===== config.mk =====
export PLATFORM = sky130hd
export DESIGN_NAME = shift_seq_ctrl
export DESIGN_NICKNAME = d
export VERILOG_FILES = /design/src/rtl/shift_seq_ctrl.sv
export SDC_FILE = /design/constraint.sdc
export NUM_CORES = 1
export LEC_CHECK = 0
export BUFFER_PORTS_ARGS = -buffer_cell sky130_fd_sc_hd__buf_2
export CAP_MARGIN = 20
export CORE_ASPECT_RATIO = 0.8
export CORE_MARGIN = 4
export CORE_UTILIZATION = 35
export DETAILED_ROUTE_END_ITERATION = 10
export GPL_TIMING_DRIVEN = 0
export SLEW_MARGIN = 20
export SYNTH_ARGS = -nofsm -noshare
export SYNTH_HDL_FRONTEND = slang
export SYNTH_SLANG_ARGS = --single-unit

===== constraint.sdc =====
create_clock -name clk -period 1.5 [get_ports clk]
set_clock_uncertainty 0.1 [all_clocks]
set_input_delay 0.225 -clock clk [delete_from_list [all_inputs] [get_ports clk]]
set_output_delay 0.225 -clock clk [all_outputs]
set_load 0.05 [all_outputs]

===== src/rtl/shift_seq_ctrl.sv =====
// Command sequencer for the 8-op shift register: drives ctrl/data_in for N cycles, then reports Q.
// Optional abort input and rsp_aborted flag are built in when SHIFT_SEQ_ABORT_EN is defined.
module shift_seq_ctrl #(
   parameter int unsigned DATA_WIDTH = 8,
   parameter int unsigned CNT_WIDTH  = 4
) (
   input  logic                  clk,
   input  logic                  rst_n,
   input  logic                  cmd_valid_i,
   output logic                  cmd_ready_o,
   input  logic [2:0]            cmd_op_i,
   input  logic [CNT_WIDTH-1:0]  cmd_cnt_i,
   input  logic [DATA_WIDTH-1:0] cmd_data_i,
   output logic [2:0]            sr_ctrl_o,
   output logic [DATA_WIDTH-1:0] sr_data_in_o,
   input  logic [DATA_WIDTH-1:0] sr_q_i,
   output logic                  rsp_valid_o,
   input  logic                  rsp_ready_i,
   output logic [DATA_WIDTH-1:0] rsp_data_o,
`ifdef SHIFT_SEQ_ABORT_EN
   input  logic                  abort_i,
   output logic                  rsp_aborted_o,
`endif
   output logic                  busy_o
);

   localparam logic [2:0] OpClear  = 3'b000;
   localparam logic [2:0] OpLoad   = 3'b001;
   localparam logic [2:0] OpSerial = 3'b101;

   localparam logic [CNT_WIDTH-1:0] CntOne = CNT_WIDTH'(1);

   typedef enum logic [1:0] {
      StIdle,
      StRun,
      StResp
   } state_e;

   state_e                state_q;
   logic [CNT_WIDTH-1:0]  cnt_q;
   logic [2:0]            op_q;
   logic [DATA_WIDTH-1:0] shadow_q;
   logic                  cmd_ready_q;
   logic                  rsp_valid_q;
   logic                  busy_q;
   logic [CNT_WIDTH-1:0]  eff_cnt;
   logic                  run_abort;
   logic                  drive_op;

`ifdef SHIFT_SEQ_ABORT_EN
   logic aborted_q;
   assign run_abort     = abort_i;
   assign rsp_aborted_o = aborted_q;
`else
   assign run_abort = 1'b0;
`endif

   // Clear and load always take exactly one edge regardless of the requested count.
   assign eff_cnt = ((cmd_op_i == OpClear) || (cmd_op_i == OpLoad)) ? CntOne : cmd_cnt_i;

   always_ff @(posedge clk or negedge rst_n) begin
      if (!rst_n) begin
         state_q     <= StIdle;
         cnt_q       <= '0;
         op_q        <= OpClear;
         shadow_q    <= '0;
         cmd_ready_q <= 1'b1;
         rsp_valid_q <= 1'b0;
         busy_q      <= 1'b0;
`ifdef SHIFT_SEQ_ABORT_EN
         aborted_q   <= 1'b0;
`endif
      end else begin
         case (state_q)
            StIdle: begin
               if (cmd_valid_i) begin
                  op_q        <= cmd_op_i;
                  cnt_q       <= eff_cnt;
                  shadow_q    <= cmd_data_i;
                  cmd_ready_q <= 1'b0;
                  busy_q      <= 1'b1;
`ifdef SHIFT_SEQ_ABORT_EN
                  aborted_q   <= 1'b0;
`endif
                  if (eff_cnt == '0) begin
                     state_q     <= StResp;
                     rsp_valid_q <= 1'b1;
                  end else begin
                     state_q <= StRun;
                  end
               end
            end
            StRun: begin
               if (run_abort) begin
                  state_q     <= StResp;
                  rsp_valid_q <= 1'b1;
`ifdef SHIFT_SEQ_ABORT_EN
                  aborted_q   <= 1'b1;
`endif
               end else begin
                  cnt_q <= cnt_q - CntOne;
                  if (op_q == OpSerial) begin
                     shadow_q <= {shadow_q[0], shadow_q[DATA_WIDTH-1:1]};
                  end
                  // RUN is only entered with a non-zero count, so this exit prevents underflow.
                  if (cnt_q == CntOne) begin
                     state_q     <= StResp;
                     rsp_valid_q <= 1'b1;
                  end
               end
            end
            StResp: begin
               if (rsp_ready_i) begin
                  state_q     <= StIdle;
                  rsp_valid_q <= 1'b0;
                  busy_q      <= 1'b0;
                  cmd_ready_q <= 1'b1;
               end
            end
            default: begin
               state_q     <= StIdle;
               rsp_valid_q <= 1'b0;
               busy_q      <= 1'b0;
               cmd_ready_q <= 1'b1;
            end
         endcase
      end
   end

   assign drive_op = (state_q == StRun) && !run_abort;

   // Outside an active op cycle the register reloads its own output to hold its value.
   always_comb begin
      sr_ctrl_o    = OpLoad;
      sr_data_in_o = sr_q_i;
      if (drive_op) begin
         sr_ctrl_o = op_q;
         case (op_q)
            OpLoad:   sr_data_in_o = shadow_q;
            OpSerial: sr_data_in_o = {{(DATA_WIDTH-1){1'b0}}, shadow_q[0]};
            default:  sr_data_in_o = '0;
         endcase
      end
   end

   assign cmd_ready_o = cmd_ready_q;
   assign rsp_valid_o = rsp_valid_q;
   assign rsp_data_o  = sr_q_i;
   assign busy_o      = busy_q;

endmodule


# Yosys cells after proc, flatten, opt, wreduce, memory -nomap -nowiden
# Cells that the tools add are included.
op_classes:
  n_bitwise: 1
  n_reduce_logical: 11
  add_sub_neg: 1
  muxes: 24
  eq_ne: 11
op_table:
  columns: ["cell", "n"]
  rows:
  - ["case mux 8 bit (2 select lines)", 2]
  - ["2-to-1 mux 8 bit", 3]
  - ["case mux 1 bit (3 select lines)", 3]
  - ["AND reduction 3 bit", 3]
  - ["2-to-1 mux 2 bit", 4]
  - ["2-to-1 mux 4 bit", 2]
  - ["case mux 4 bit (2 select lines)", 1]
  - ["2-to-1 mux 1 bit", 7]
  - ["== test 3 x 1 -> 1 bit, second input constant", 2]
  - ["inequality test 2 bit, second input constant", 3]
  - ["case mux 2 bit (3 select lines)", 1]
  - ["== test 4 x 1 -> 1 bit, second input constant", 1]
  - ["logical NOT 4 bit", 1]
  - ["inequality test 2 x 1 -> 1 bit, second input constant", 2]
  - ["AND reduction 2 bit", 2]
  - ["AND reduction 4 bit", 1]
  - ["subtractor 4 x 1 -> 4 bit, second input constant", 1]
  - ["== test 3 bit, second input constant", 1]
  - ["logical NOT 3 bit", 1]
  - ["2-to-1 mux 3 bit", 1]
  - ["== test 2 x 1 -> 1 bit, second input constant", 1]
  - ["== test 2 bit, second input constant", 1]
  - ["logical NOT 2 bit", 1]
  - ["nonzero test 2 bit", 1]
  - ["other kinds (2)", 2]
word_totals:
  out_inout_bits: 22
  inputBits: 27
  wordCells: 55
  ff_bits: 20

# Longest topological paths before layout
depth:
  ltp_word: 7
  mapped_depth: 5

# Worst setup path before layout
# No wires, ideal clock.
synth_timing:
  path_type: "register to output"
  from: "register state_q[1]"
  to: "output port sr_ctrl_o[2]"
  t_arrival_ps: 1556
  path_slack_ps: -381
  path_stages_with_launch: 5
  cell_sequence: "dfrtp_1 > buf_2 > nand2b_1 > buf_2 > nor2_1"
synth_between:
  elab_chain_cells: 2
synth_lines:
  columns: ["element", "line", "source"]
  rows:
  - ["start: declaration", "39", "state_e state_q;"]
  - ["start signal: assignment", "63", "state_q <= StIdle;"]
  - ["start signal: assignment", "86", "state_q <= StResp;"]
  - ["start signal: assignment", "89", "state_q <= StRun;"]
  - ["== test 2 x 1 -> 1 bit", "130", "assign drive_op = (state_q == StRun) && !run_abort;"]
  - ["2-to-1 mux 3 bit", "136", "if (drive_op) begin"]
  - ["end: declaration", "14", "output logic [2:0] sr_ctrl_o,"]
# Every way passes these cells.

# Final worst setup path
layout_timing:
  from: "register state_q[1]"
  to: "output port sr_data_in_o[7]"
layout_between:
  elab_chain_cells: 2
layout_lines:
  columns: ["element", "line", "source"]
  rows:
  - ["== test 2 x 1 -> 1 bit", "130", null]
  - ["2-to-1 mux 8 bit", "136", null]
  - ["end: declaration", "15", "output logic [DATA_WIDTH-1:0] sr_data_in_o,"]
# Every way passes these cells.

==> results.sh <==
export IMPL_internal_power_uw=2820
export IMPL_power_combinational_fraction_pct=70.6
export IMPL_yosysUniqueCellTypes=38
export IMPL_timing_hold_worst_start="cmd_op_i[0]"
export IMPL_postSynthRegisterBits=20
export IMPL_achievable_frequency_mhz=536
export IMPL_dpl_instance_area_um2=1610
export IMPL_cp_max_fo=6
export IMPL_globalRoute_totalOverflow=0
export IMPL_layout_overhead_on_the_synthesized_area_pct=73.4
export IMPL_seq_cell_area_um2=504
export IMPL_final_period_utilization_pct=124
export IMPL_wl_final_um=3920
export IMPL_die_x_um=74.2
export IMPL_timing_slew_headroom_pct=68.8
export IMPL_synthesized_instance_count=124
export IMPL_number_of_clock_sinks_seen_by_cts=20
export IMPL_final_critical_path_setup_slack_ns=-0.367
export IMPL_die_height_um=61.0
export IMPL_postRouteAntennaNets=0
export IMPL_synth_main_ff_cell="sky130_fd_sc_hd__dfrtp_1"
export IMPL_crit_start="state_q[1]"
export IMPL_drcViolationCount=0
export IMPL_r2r_start="state_q[1]"
export IMPL_total_switching_power_uw=2340
export IMPL_ioPinCount=49
export IMPL_tritoncts="done"
export IMPL_cts_made_buffers=3
export IMPL_worstSetupPathType="register to primary output"
export IMPL_worstSetupStartpointType="register"
export IMPL_wl_per_cell_um=16.5
export IMPL_netlist_area_um2=1230
export IMPL_diodes=0
export IMPL_multiInputGateArea_um2=805
export IMPL_core_area_um2=3220
export IMPL_synth_seq_area_share_pct=40.9
export IMPL_final_area_um2=2130
export IMPL_violations_in_the_final_reports="negative setup slack"
export IMPL_synth_enable_flop_cells=0
export IMPL_met3_resource_use_gr_pct=3.81
export IMPL_grt_use_met1_pct=24.7
export IMPL_grt_total_usage_pct=17.5
export IMPL_dieArea_um2=4520
export IMPL_antenna_found_initial=0
export IMPL_first_pass_iters=4
export IMPL_drive_above_1_share_pct=60.1
export IMPL_ir_worst_vdd_v=0.00152
export IMPL_routed_via_count=1226
export IMPL_finalWeightedCongestion=0.779
export IMPL_clk_pin_slew_worst_paths_ns=0.07
export IMPL_floorplan_initialDensity_pct=38.1
export IMPL_routed_via_density=5.15
export IMPL_status="finished, violations left"
export IMPL_clk_latency_ns=0.26
export IMPL_layout_filler_cells=247
export IMPL_critPathArrivalTime_ns=1.54
export IMPL_hpwlAfterDp_um=2540
export IMPL_finalSetupViolCount=23
export IMPL_hp_class="input pin to register"
export IMPL_global_route_wire_length_before_repair_um=5980
export IMPL_p_sw_share_pct=45.4
export IMPL_io_buffers=48
export IMPL_grt_setup_unrepaired="yes"
export IMPL_synth_warning_count=0
export IMPL_nets=228
export IMPL_cts_max_level=1
export IMPL_powerDensity_nw_per_um2=2430
export IMPL_grt_pass1_vias=1191
export IMPL_timing_hold_violations_final=0
export IMPL_clock_power_share_pct=7.1
export IMPL_mostFrequentLayoutCell="sky130_fd_sc_hd__buf_2"
export IMPL_postSynthAreaPerCell_um2=9.90
export IMPL_ctsLongestPathBuffers=2
export IMPL_tightest_slew_ns=0.469
export IMPL_mostFrequentLayoutCells="sky130_fd_sc_hd__buf_2, sky130_fd_sc_hd__buf_4, sky130_fd_sc_hd__dfrtp_1"
export IMPL_critical_path_required_ns=1.17
export IMPL_gr_usage_met2_pct=28.3
export IMPL_drt_initial_drc_count=101
export IMPL_period_needed_ns=1.87
export IMPL_max_cap_violations=0
export IMPL_synthArstFlopShare_pct=100
export IMPL_timing_critical_path_to_type="primary output"
export IMPL_maximum_number_of_pins_on_one_net_before_global_route_repair=21
export IMPL_clock_tree_root_cell="sky130_fd_sc_hd__clkbuf_8"
export IMPL_final_max_slew_viol_count=0
export IMPL_core_rowCount=18
export IMPL_reg2reg_slack_ns=-0.13
export IMPL_grt_busiest_layer="met2"
export IMPL_synthesis_nets=153
export IMPL_seqPwrFrac_pct=22.3
export IMPL_power_static_leakage_uw=0.000976
export IMPL_post_route_utilization_pct=66.1
per-stage QoR:
stage                     TNS (ns)  hold slack, ns  power (uW)  setup slack (ns)  std cells
after floorplan                  0          -0.171        3030            0.0121        124
after global placement       -2.69           0.111        3490            -0.247        212
after detailed placement     -2.94           0.110        3530            -0.277        212
after CTS                    -5.31          0.0594        4850            -0.378        231
after global routing         -5.57           0.108        5450            -0.405        238
final                        -4.64          0.0818        5170            -0.367        238
power groups by stage:
stage / Sequential, uW / Clock [uW] / Combinational [uW]
2_1_floorplan: 1160 / 0 / 1870
3_3_place_gp: 1080 / 0 / 2410
3_5_place_dp: 1090 / 0 / 2440
4_1_cts: 1090 / 383 / 3380
5_1_grt: 1190 / 406 / 3850
6_report: 1150 / 366 / 3650
flip-flops by register name, indices dropped and copies added, names as in the netlist:
register and count:
shadow_q 8, op_q 3, cmd_ready_o 1, cnt_q 4, state_q 2, busy_o 1, rsp_valid_o 1
cells in the mapped netlist, types with 2 or more instances:
master / instances / area, um^2
sky130_fd_sc_hd__o221a_1: 8 / 90.1
sky130_fd_sc_hd__inv_1: 6 / 22.5
sky130_fd_sc_hd__o2bb2ai_1: 2 / 17.5
sky130_fd_sc_hd__nor3b_1: 2 / 15.0
sky130_fd_sc_hd__ha_1: 2 / 25.0
sky130_fd_sc_hd__buf_2: 5 / 25.0
sky130_fd_sc_hd__a22o_1: 8 / 70.1
sky130_fd_sc_hd__buf_4: 8 / 60.1
sky130_fd_sc_hd__a221o_1: 2 / 20.0
sky130_fd_sc_hd__or3b_1: 2 / 17.5
sky130_fd_sc_hd__nand3b_1: 2 / 15.0
sky130_fd_sc_hd__nand2b_1: 11 / 68.8
sky130_fd_sc_hd__dfrtp_1: 19 / 475
sky130_fd_sc_hd__nor3_1: 4 / 20.0
sky130_fd_sc_hd__nor2b_1: 3 / 18.8
sky130_fd_sc_hd__a21oi_1: 3 / 15.0
sky130_fd_sc_hd__nand2_1: 9 / 33.8
sky130_fd_sc_hd__nor2_1: 6 / 22.5
sky130_fd_sc_hd__o21ai_1: 2 / 10.0
sky130_fd_sc_hd__o21ai_0: 2 / 10.0
logic make-up (layout without fill, tap and decap cells):
kind of cell	Yosys count	count (layout)	share of synthesized area (%)
compound gates	35	35	24.8
buf+inv	20	94	9.07
simple gates	46	46	22.4
fa+ha+maj	2	2	2.04
mux	1	1	0.816
flops	20	20	40.9
per-layer routing:
metal,share of wire [%],up-vias
met5,0,-
li1,-,599
met1,44,578
met4,0.26,0
met2,51,47
met3,4.9,2
path summary, 6_finish.rpt:
kind,end,cells after the start
setup / recovery,sr_data_in_o[7],5
hold / removal,op_q[0],3
setup reg to reg,shadow_q[4],6
hold reg to reg,busy_o,1
max in group asynchronous,state_q[0],2
min in group asynchronous,busy_o,2
worst max-delay path, cell delays in order (launching register included):
cell and delay [ns]:
sky130_fd_sc_hd__dfrtp_1 0.41, sky130_fd_sc_hd__buf_6 0.14, sky130_fd_sc_hd__nand2b_4 0.19, sky130_fd_sc_hd__buf_4 0.16, sky130_fd_sc_hd__a22o_4 0.25, sky130_fd_sc_hd__buf_8 0.15
final cells by class:
| type | instances | area share (%) |
|---|---|---|
| sequential | 20 | 23.7 |
| tap | 40 | 2.35 |
| buffer | 13 | 5.88 |
| clock buffer | 4 | 2.12 |
| multi-input combinational | 84 | 37.8 |
| timing repair buffer | 70 | 26.8 |
| inverter | 7 | 1.35 |
repair_timing:
| item | in CTS | in global routing |
|---|---|---|
| resized for setup | 55 | 21 |
| buffers inserted | 13 | 8 |
| endpoints found under the setup margin | 21 | 25 |
| hold buffers | 1 | 0 |
| gates cloned | 1 | 1 |
| hold endpoints to repair | 19 | 0 |
| pin swaps | 5 | 24 |
Note: power is estimated with default switching activity, not from simulation.
